**config.mk**
```make
export PLATFORM = sky130hd
export DESIGN_NAME = bin_to_bcd_seq_flat
export DESIGN_NICKNAME = d
export VERILOG_FILES = /design/src/rtl/bin_to_bcd_seq_if.sv /design/src/rtl/bin_to_bcd_seq.sv /design/src/flat_wrapper.sv
export SDC_FILE = /design/constraint.sdc
export NUM_CORES = 1
export LEC_CHECK = 0
export BUFFER_PORTS_ARGS = -buffer_cell sky130_fd_sc_hd__buf_2
export CORE_UTILIZATION = 61
export DETAILED_ROUTE_END_ITERATION = 12
export PLACE_DENSITY = 0.91
export SLEW_MARGIN = 20
export SYNTH_ARGS = -nofsm -noshare
export SYNTH_HDL_FRONTEND = slang
export SYNTH_SLANG_ARGS = --single-unit
```
**constraint.sdc**
```tcl
create_clock -name clk -period 4.1 [get_ports clk]
set_clock_uncertainty 0.2 [all_clocks]
set_input_delay 0 -clock clk [delete_from_list [all_inputs] [get_ports clk]]
set_output_delay 0 -clock clk [all_outputs]
set_load 0.03 [all_outputs]
```
**src/rtl/bin_to_bcd_seq_if.sv**
```systemverilog
// ============================================================================
// bin_to_bcd_seq_if : start/done handshake and result bus of the BCD converter
// Rev 1.0
// ============================================================================
`default_nettype none

interface bin_to_bcd_seq_if #(
  parameter int BIN_W  = 32,
  parameter int DIGITS = 4
);
  logic                  start;
  logic [BIN_W-1:0]      bin_in;
  logic                  busy;
  logic                  done;
  logic                  ovf;
  logic [4*DIGITS-1:0]   bcd_out;

  modport master (
    output start, bin_in,
    input  busy, done, ovf, bcd_out
  );

  modport slave (
    input  start, bin_in,
    output busy, done, ovf, bcd_out
  );
endinterface

`default_nettype wire

```
**src/rtl/bin_to_bcd_seq.sv**
```systemverilog
// ============================================================================
// bin_to_bcd_seq : sequential double-dabble binary-to-BCD converter with
//                  saturation and optional leading-zero blanking
// Rev 1.0
// ============================================================================
`default_nettype none

module bin_to_bcd_seq #(
  parameter int BIN_W  = 32,
  parameter int DIGITS = 4,
  parameter int LZB    = 1
) (
  input  logic             clk,
  input  logic             rst_n,
  bin_to_bcd_seq_if.slave  bus
);

  localparam int SW = 4 * DIGITS;
  localparam int CW = $clog2(BIN_W + 1);

  function automatic logic [63:0] max_val(input int n);
    logic [63:0] p;
    p = 64'd1;
    for (int k = 0; k < n; k++) p = p * 64'd10;
    return p - 64'd1;
  endfunction

  localparam logic [63:0] MAX_VAL = max_val(DIGITS);

  typedef enum logic [1:0] {
    S_IDLE  = 2'd0,
    S_SHIFT = 2'd1,
    S_DONE  = 2'd2
  } state_t;

  state_t            state;
  logic [SW-1:0]     scratch;
  logic [BIN_W-1:0]  shreg;
  logic [CW-1:0]     iter;
  logic              ovf_pend;
  logic              busy_q;
  logic              done_q;
  logic              ovf_q;
  logic [SW-1:0]     bcd_q;

  logic [SW-1:0]     adj;
  logic [SW-1:0]     scratch_nx;
  logic [BIN_W-1:0]  shreg_nx;
  logic [SW-1:0]     disp;
  logic              lead;
  logic [3:0]        digit;

  for (genvar g = 0; g < DIGITS; g++) begin : g_adj
    assign adj[4*g +: 4] = (scratch[4*g +: 4] >= 4'd5) ? scratch[4*g +: 4] + 4'd3
                                                        : scratch[4*g +: 4];
  end

  // Range is checked on acceptance, so the bit shifted out of the top is always 0.
  always_comb begin
    {scratch_nx, shreg_nx} = {adj, shreg} << 1;
  end

  // Reverse digit order (MSD to the low nibble) and blank leading zeros above the units.
  always_comb begin
    disp  = '0;
    lead  = 1'b1;
    digit = 4'd0;
    for (int i = DIGITS - 1; i >= 0; i--) begin
      digit = scratch[4*i +: 4];
      if (digit != 4'd0) lead = 1'b0;
      disp[4*(DIGITS-1-i) +: 4] = ((LZB != 0) && lead && (i != 0)) ? 4'hF : digit;
    end
  end

  always_ff @(posedge clk) begin
    if (!rst_n) begin
      state    <= S_IDLE;
      scratch  <= '0;
      shreg    <= '0;
      iter     <= '0;
      ovf_pend <= 1'b0;
      busy_q   <= 1'b0;
      done_q   <= 1'b0;
      ovf_q    <= 1'b0;
      bcd_q    <= {DIGITS{4'hF}};
    end else begin
      done_q <= 1'b0;
      case (state)
        S_IDLE: begin
          if (bus.start) begin
            shreg  <= bus.bin_in;
            busy_q <= 1'b1;
            if (64'(bus.bin_in) > MAX_VAL) begin
              ovf_pend <= 1'b1;
              scratch  <= {DIGITS{4'h9}};
              state    <= S_DONE;
            end else begin
              ovf_pend <= 1'b0;
              scratch  <= '0;
              iter     <= CW'(BIN_W);
              state    <= S_SHIFT;
            end
          end
        end
        S_SHIFT: begin
          scratch <= scratch_nx;
          shreg   <= shreg_nx;
          iter    <= iter - 1'b1;
          if (iter == CW'(1)) state <= S_DONE;
        end
        S_DONE: begin
          bcd_q  <= disp;
          ovf_q  <= ovf_pend;
          done_q <= 1'b1;
          busy_q <= 1'b0;
          state  <= S_IDLE;
        end
        default: state <= S_IDLE;
      endcase
    end
  end

  assign bus.busy    = busy_q;
  assign bus.done    = done_q;
  assign bus.ovf     = ovf_q;
  assign bus.bcd_out = bcd_q;

endmodule

`default_nettype wire

```
**src/flat_wrapper.sv**
```systemverilog
// flat-port wrapper written by rule: the top's interface ports become plain ports
module bin_to_bcd_seq_flat 
#(
  parameter int BIN_W  = 32,
  parameter int DIGITS = 4,
  parameter int LZB    = 1
)
  (clk, rst_n, bus_start, bus_bin_in, bus_busy, bus_done, bus_ovf, bus_bcd_out);
  bin_to_bcd_seq_if #(.BIN_W(BIN_W), .DIGITS(DIGITS)) bus_i ();
  input  logic clk;
  input  logic rst_n;
  input wire logic [$bits(bus_i.start)-1:0] bus_start;
  input wire logic [$bits(bus_i.bin_in)-1:0] bus_bin_in;
  output wire logic [$bits(bus_i.busy)-1:0] bus_busy;
  output wire logic [$bits(bus_i.done)-1:0] bus_done;
  output wire logic [$bits(bus_i.ovf)-1:0] bus_ovf;
  output wire logic [$bits(bus_i.bcd_out)-1:0] bus_bcd_out;
  assign bus_i.start = bus_start;
  assign bus_i.bin_in = bus_bin_in;
  assign bus_busy = bus_i.busy;
  assign bus_done = bus_i.done;
  assign bus_ovf = bus_i.ovf;
  assign bus_bcd_out = bus_i.bcd_out;
  bin_to_bcd_seq #(.BIN_W(BIN_W), .DIGITS(DIGITS), .LZB(LZB)) u_core (.clk(clk), .rst_n(rst_n), .bus(bus_i));
endmodule
```
==> results by group, run 1 <==
Timing
  • RSZ-0062 raised after global routing: no
  • Crit path time final: ~2.4 ns
  • Final slew viol count: 0
  • Final setup fails: 0
  • TNS Setup: 0 ns
  • Period utilization: 0.579
  • Rel. slew slack: 0.516
  • Slew at the pin with the worst max-slew slack: 0.724 ns
  • Max Clk Rate: 421 MHz
  • Final Hold Fails: 0

Synthesis
  • Seq cells post-synth: 76
  • Yosys warns: 0
  • Synth top area cells: dfxtp_1, nand2_1, a311oi_1, nor2_1, ha_1
  • Async set or reset register ratio after synthesis: 0
  • Compound-Gate Fraction of Synth Area: 0.199
  • Adder-cell share of the synthesized area: 0.0426
  • Net Count, Synth: 479
  • Mux share of post-synthesis cell area: 0.0124
  • Cells after Synth: 432
  • Post-Synthesis Cell Area: 0.00352 mm²
  • Post-synthesis xor/xnor area fraction: 0.0174
  • Synth top area share: 0.432
  • Largest family of logic cells by synthesized area: simple AND/OR/NAND/NOR gates
  • Avg Synthesized Cell Area: 8.15 µm²
  • Post-synth top area cell: dfxtp_1
  • Unique cell type count in the Yosys netlist: 45
  • Sequential fraction of the synthesis area: 0.432
  • Synth Flop Type: dfxtp_1
  • Number of enable flip-flop cells after synthesis: 0
  • Synth Area in Simple Gates: 0.249

Place
  • PortBufs: 53
  • Global placement routability congestion: 0.807
  • Placed insts: 531
  • DP HPWL: 5360 µm

Global routing
  • Vias in the first global route: 3,318
  • Grt ovf: 0
  • GRT Total Usage: 0.319
  • First-pass GRT wire length: between 15,000 and 20,000 µm
  • Largest net degree at the start of global routing: between 40 and 50
  • Initial antenna violation count: 0

CTS
  • Post-CTS setup buffer count: 0
  • Clk slew on worst S/H paths: roughly 0.080 ns
  • CTS resizes: 0
  • Total CTS buffers: 9
  • Clock latency on the worst-skew pair: 0.35 ns
  • Clock sinks: 76
  • CTS tree: yes
  • Root Buffer: clkbuf_8
  • Hold-fix buffers at CTS: 34
  • Max Root-Sink Buffers: 2
  • H-tree levels: 3

Min path
  • Hold Startpoint: u_core.bus.ovf
  • HP Class: reg -> reg
  • Worst hold endpoint: u_core.bus.ovf
  • Hold path depth: 2

Setup path
  • Crit end category: register
  • Slowest CP cell: nor2_4
  • Setup CP Type: reg -> reg
  • Crit Path Max Fanout: 34
  • RR Startpoint: u_core.state[0]
  • Reg2reg setup slack: 1.72 ns
  • Worst Path Required: 4.18 ns
  • CP peak stage delay: 0.57 ns
  • CP cell instances: nor2_1 > nor2_4 > nand2_1 > or4b_1 > a21oi_1
  • Cell family with most CP delay: simple AND/OR/NAND/NOR gates
  • Critical path launch point type: register
  • Crit path buf inv count: 0
  • R2R Path End: u_core.iter[4]
  • Reg2Reg Depth: 5
  • Worst path arrival time: 2.46 ns

Die
  • Ports: 54
  • Die height: 78.0 µm
  • DIE WIDTH: 78.0 µm
  • Std cell rows: 27
  • Die area: 0.00608 mm²
  • Initial core utilization: 0.636
  • Core box area: 0.00554 mm²

Final layout
  • Filler cell count: 359
  • Commonest non-fill, non-tap cell in the layout: nand2_1
  • Share of cells above drive strength 1: 0.167
  • Leading cell types in the layout, fill and taps excluded: nand2_1, dfxtp_1, nor2_1
  • Area grow syn2layout: 23.4%
  • Ant. Diodes: 0
  • Final std cells w/o fill: 581
  • Fin nets: 551

Detailed routing
  • Iteration-0 DRC Markers: 236
  • Detailed Routing Iterations Pass 1: 5
  • Via count: 3,463
  • Drt wl/cell: between 15 and 20 µm
  • Drt via density: roughly 6.0
  • Post-route ant nets: 0
  • # DRC: 0
  • Post-Route WL: 9110 µm

Job
  • Number of max-cap violations: 0

Pwr
  • LEAKAGE: 1.73 nW
  • Cell Pwr Density: 373 mW/mm²
  • Pwr Total: 0.00162 W
  • Peak VDD IR: 0.268 mV

Run status
  • Status: finished, final reports clean
-- area by class of cell --
class | count | area, µm² | share of cell area
inverters | 12 | 45.0 | 0.0104
repair buffers | 92 | 643 | 0.148
flip-flops and latches | 76 | 1520 | 0.350
well taps | 72 | 90.1 | 0.0207
clock buffers | 15 | 166 | 0.0383
clock inverters | 1 | 30.0 | 0.00691
multi-input cells | 313 | 1850 | 0.425
-- routing by layer --
layer	track usage	wire (µm)	up-vias	part of all wire
li1	-	-	1667	-
met1	0.376	3690	1604	0.40
met2	0.546	4540	160	0.50
met4	0.165	273	0	0.030
met5	0	0	-	0
met3	0.0659	607	32	0.067
-- through the flow --
step / hold WS (ns) / util / area (µm²) / worst slack (ns)
after floorplan: -0.0624 / - / 3520 / 2.05
after global placement: 0.0730 / 0.686 / 3800 / 1.89
after detailed placement: 0.0753 / 0.686 / 3800 / 1.80
after CTS: 0.255 / 0.783 / 4340 / 1.77
after global routing: 0.278 / 0.784 / 4340 / 1.57
final: 0.256 / 0.784 / 4340 / 1.72
-- worst register-to-register path, delay by kind of cell (launching register included) --
kind | cells | cell delay, ns
compound gates | 1 | 0.16
flops | 1 | 0.49
simple gates | 4 | 1.47
-- state kept, by name, indices dropped and copies added (netlist names) --
| name | cells |
|---|---|
| u_core.ovf_pend | 1 |
| u_core.bus.done | 1 |
| u_core.bus.busy | 1 |
| u_core.iter | 6 |
| u_core.bus.ovf | 1 |
| u_core.state | 2 |
| u_core.shreg | 32 |
| u_core.bus.bcd_out | 16 |
| u_core.scratch | 16 |
-- worst max path at each step --
| stage | startpoint | to | slack, ns | depth (start not counted) |
|---|---|---|---|---|
| floorplan | u_core.scratch[12] | u_core.bus.bcd_out[10] | 2.05 | 7 |
| global placement | u_core.state[0] | u_core.iter[4] | 1.89 | 5 |
| detailed placement | u_core.state[0] | u_core.iter[4] | 1.80 | 5 |
| CTS | u_core.state[0] | u_core.iter[4] | 1.77 | 5 |
| global route | u_core.state[0] | u_core.iter[4] | 1.57 | 5 |
| finish | u_core.state[0] | u_core.iter[4] | 1.72 | 5 |
-- logic make-up after synthesis --
family                     after synthesis
AOI/OAI and AO/OA                       95
xor gates and xnor gates                 7
adders and majority gates               12
buffers and inverters                   43
DFF                                     76
muxes                                    4
and+or+nand+nor                        195
-- cells in the mapped netlist (2+ instances only) --
cell type	n
nand2_1	92
dfxtp_1	76
nor2_1	60
a311oi_1	31
clkbuf_1	21
a21oi_1	16
o21ai_0	13
ha_1	12
inv_1	12
buf_1	8
nand2b_1	8
o22ai_1	8
or3_1	7
a22oi_1	6
nor3_1	6
a221oi_1	4
nor4_1	4
o221a_2	4
xnor2_1	4
a2bb2oi_1	3
mux2_2	3
nor2b_1	3
nor4_2	3
xor2_1	3
nand3_1	2
nand4_1	2
o211ai_1	2
o31a_1	2
-- where the power goes --
part           leakage (nW)  internal (W)  switching, W  total, W
clock                0.0979      0.000316      0.000260  0.000577
combinational          1.01      0.000102      0.000128  0.000230
sequential            0.626      0.000782     0.0000312  0.000813
total                  1.73       0.00120      0.000419   0.00162
Power figures use the tool's default switching activity.
==> inputs of run 2 (changes only) <==
--- a/config.mk
+++ b/config.mk
@@ -6,9 +6,9 @@
 export NUM_CORES = 1
 export LEC_CHECK = 0
 export BUFFER_PORTS_ARGS = -buffer_cell sky130_fd_sc_hd__buf_2
-export CORE_UTILIZATION = 61
+export CORE_UTILIZATION = 51
 export DETAILED_ROUTE_END_ITERATION = 12
-export PLACE_DENSITY = 0.91
+export PLACE_DENSITY = 0.82
 export SLEW_MARGIN = 20
 export SYNTH_ARGS = -nofsm -noshare
 export SYNTH_HDL_FRONTEND = slang
==> constraint.sdc (replaced) <==
create_clock -name clk -period 2 [get_ports clk]
set_clock_uncertainty 0.2 [all_clocks]
set_input_delay 0 -clock clk [delete_from_list [all_inputs] [get_ports clk]]
set_output_delay 0 -clock clk [all_outputs]
set_load 0.03 [all_outputs]
==> results by group, run 2 (synthesis gave the netlist of run 1 again) <==
Run status
  • Status: finished, final reports clean

Global routing
  • First-pass GRT wire length: 14,900 µm (-2.6%)
  • GRT Total Usage: 0.260 (-0.0588)
  • Vias in the first global route: 3,243 (-2.3%)
  • Initial antenna violation count: 0 (unchanged)
  • Largest net degree at the start of global routing: 50 (+11%)
  • Grt ovf: 0 (unchanged)

Pwr
  • Logic pwr share: 0.141 (about the same)
  • Internal: 0.00263 W (+120%)
  • Peak VDD IR: 0.445 mV (+66%)
  • Cell Pwr Density: 767 mW/mm² (+110%)
  • Sw frac: 0.253 (-0.00617)
  • Net Sw Power: 0.000891 W (+110%)
  • LEAKAGE: 1.86 nW (+7.7%)
  • Clk pwr share: 0.386 (+0.030)
  • Seq pwr share: 0.472 (-0.030)

Final layout
  • Leading cell types in the layout, fill and taps excluded: nand2_1, dfxtp_1, nor2_1
  • Ant. Diodes: 0 (unchanged)
  • Commonest non-fill, non-tap cell in the layout: nand2_1
  • Reg with most FFs: u_core.shreg
  • Share of cells above drive strength 1: 0.225 (+0.0584)
  • Fin nets: 571 (+3.6%)
  • Cell area after layout: 0.00459 mm² (+5.8%)
  • Area grow syn2layout: 30.5%
  • Filler cell count: 476 (+33%)
  • Max FFs per register: 32 (unchanged)
  • FF/Latch Area: 0.00152 mm² (unchanged)
  • Multi-input logic area: 0.00189 mm² (+2.4%)

Setup path
  • Critical path launch point type: input port
  • CP cell instances: dlygate4sd3_1 > buf_2 > o21ai_0 > nand4_1 > o31a_1 > buf_4 > or3_1 > a21oi_1
  • Crit end category: register
  • Worst Path Required: 2.08 ns (-2.10 ns)
  • R2R Path End: u_core.bus.bcd_out[11]
  • Crit Path Max Fanout: 5 (-85%)
  • Reg2reg setup slack: 0.09 ns (-1.63 ns)
  • RR Startpoint: u_core.scratch[13]
  • Reg2Reg Depth: 7 (+2)
  • Setup CP Type: in -> reg
  • Slowest CP cell: dlygate4sd3_1
  • Worst path arrival time: 2.02 ns (-0.44 ns)
  • CP peak stage delay: 0.53 ns (-0.04 ns)

CTS
  • Max Root-Sink Buffers: 2 (unchanged)
  • Total CTS buffers: 9 (unchanged)
  • Clk slew on worst S/H paths: 0.08 ns (about the same)
  • Clock latency on the worst-skew pair: 0.35 ns (about the same)
  • Root Buffer: clkbuf_8
  • CTS tree: yes
  • Clock sinks: 76 (unchanged)
  • H-tree levels: 3 (unchanged)

Die
  • Core box area: 0.00649 mm² (+17%)
  • Die height: 85.1 µm (+9.1%)
  • Ports: 54 (unchanged)
  • Initial core utilization: 0.542 (-0.0934)
  • Std cell rows: 29 (+7.4%)
  • Die area: 0.00724 mm² (+19%)
  • DIE WIDTH: 85.1 µm (+9.1%)

Job
  • Number of max-cap violations: 0 (unchanged)

Timing
  • Period utilization: 0.970
  • RSZ-0062 raised after global routing: yes
  • Final setup fails: 0 (unchanged)
  • Rel. slew slack: 0.648 (+0.132)
  • Final Hold Fails: 0 (unchanged)
  • Crit path time final: 1.94 ns
  • Slew at the pin with the worst max-slew slack: 0.529 ns (-0.196 ns)
  • Fin Hold WS: 0.179 ns (-0.0770 ns)
  • Max Clk Rate: 516 MHz
  • TNS Setup: 0 ns (unchanged)
  • Final slew viol count: 0 (unchanged)

Detailed routing
  • Post-route ant nets: 0 (unchanged)
  • Drt wl/cell: 14.7 µm (-6.5%)
  • Via count: 3,455 (-0.23%)
  • Iteration-0 DRC Markers: 185 (-22%)
  • Drt via density: 5.71 (-4.2%)
  • # DRC: 0 (unchanged)
  • Post-Route WL: 8870 µm (-2.7%)
  • Detailed Routing Iterations Pass 1: 5 (unchanged)

Min path
  • Worst hold endpoint: u_core.iter[5]
  • Hold Startpoint: bus_bin_in[12]
  • Hold path depth: 5 (+3)
  • HP Class: in -> reg

Place
  • Placed Area: 0.00396 mm² (+4.1%)
  • DP HPWL: 5490 µm (+2.4%)
  • Global placement routability congestion: 0.837 (+3.8%)
  • PortBufs: 53 (unchanged)
run 2: changes by cell type in the layout (fill, tap and decap cells not counted), moves of 4 or more:
cell,change
a21oi_1,-5
clkbuf_1,-4
buf_4,+19
a21oi_2,+5
run 2: critical path: cells and delay by family:
kind	cells	cell delay [ns]
buffers and inverters	3	0.84
AO/OA/AOI/OAI	3	0.64
AND/OR/NAND/NOR	2	0.55
run 2: what timing repair did:
action,in CTS,in global routing
setup endpoints to repair,8,16
setup buffers,0,2
pin swaps,1,3
hold buffers,34,0
gates resized for setup,2,10
hold endpoints to repair,61,0
run 2: area by class of cell:
type,instances,area share
clock buffer,12,0.0359
multi-input combinational,313,0.412
clock inverter,3,0.0150
sequential,76,0.331
inverter,12,0.00980
tap,77,0.0210
timing repair buffer,112,0.175
run 2: power groups by stage:
stage	sequential, W	clock (W)	combinational [W]
after floorplan	0.00173	0	0.000251
after global placement	0.00169	0	0.000418
after detailed placement	0.00170	0	0.000430
after CTS	0.00166	0.00138	0.000485
after global routing	0.00167	0.00144	0.000548
final	0.00166	0.00136	0.000499
run 2: stage by stage:
| step | worst slack, ns | power, W | std cells | utilization |
|---|---|---|---|---|
| 3_3_place_gp | 0.0649 | 0.00211 | 554 | 0.610 |
| 4_1_cts | 0.0253 | 0.00352 | 603 | 0.698 |
| 3_5_place_dp | -0.0223 | 0.00213 | 554 | 0.610 |
| 6_report | 0.0608 | 0.00352 | 605 | 0.707 |
| 5_1_grt | -0.0242 | 0.00367 | 605 | 0.707 |
| 2_1_floorplan | 0.00198 | 0.00198 | 432 | - |
run 2: routing by layer:
metal	wire, µm	vias to the layer above	global-route usage
li1	-	1704	-
met1	3740	1610	0.310
met2	4400	118	0.453
met3	495	23	0.0486
met4	232	0	0.122
met5	0	-	0
run 2: how the worst max path moves through the flow:
stage                             startpoint  slack [ns]  depth (start not counted)                     end
after floorplan           u_core.scratch[12]       0.002                          7  u_core.bus.bcd_out[10]
after global placement    u_core.scratch[13]        0.06                          7  u_core.bus.bcd_out[11]
after detailed placement      bus_bin_in[31]       -0.02                          6          u_core.iter[4]
after CTS                 u_core.scratch[13]        0.03                          7   u_core.bus.bcd_out[6]
after global routing          bus_bin_in[13]       -0.02                          8          u_core.iter[4]
final                         bus_bin_in[13]        0.06                          8          u_core.iter[2]
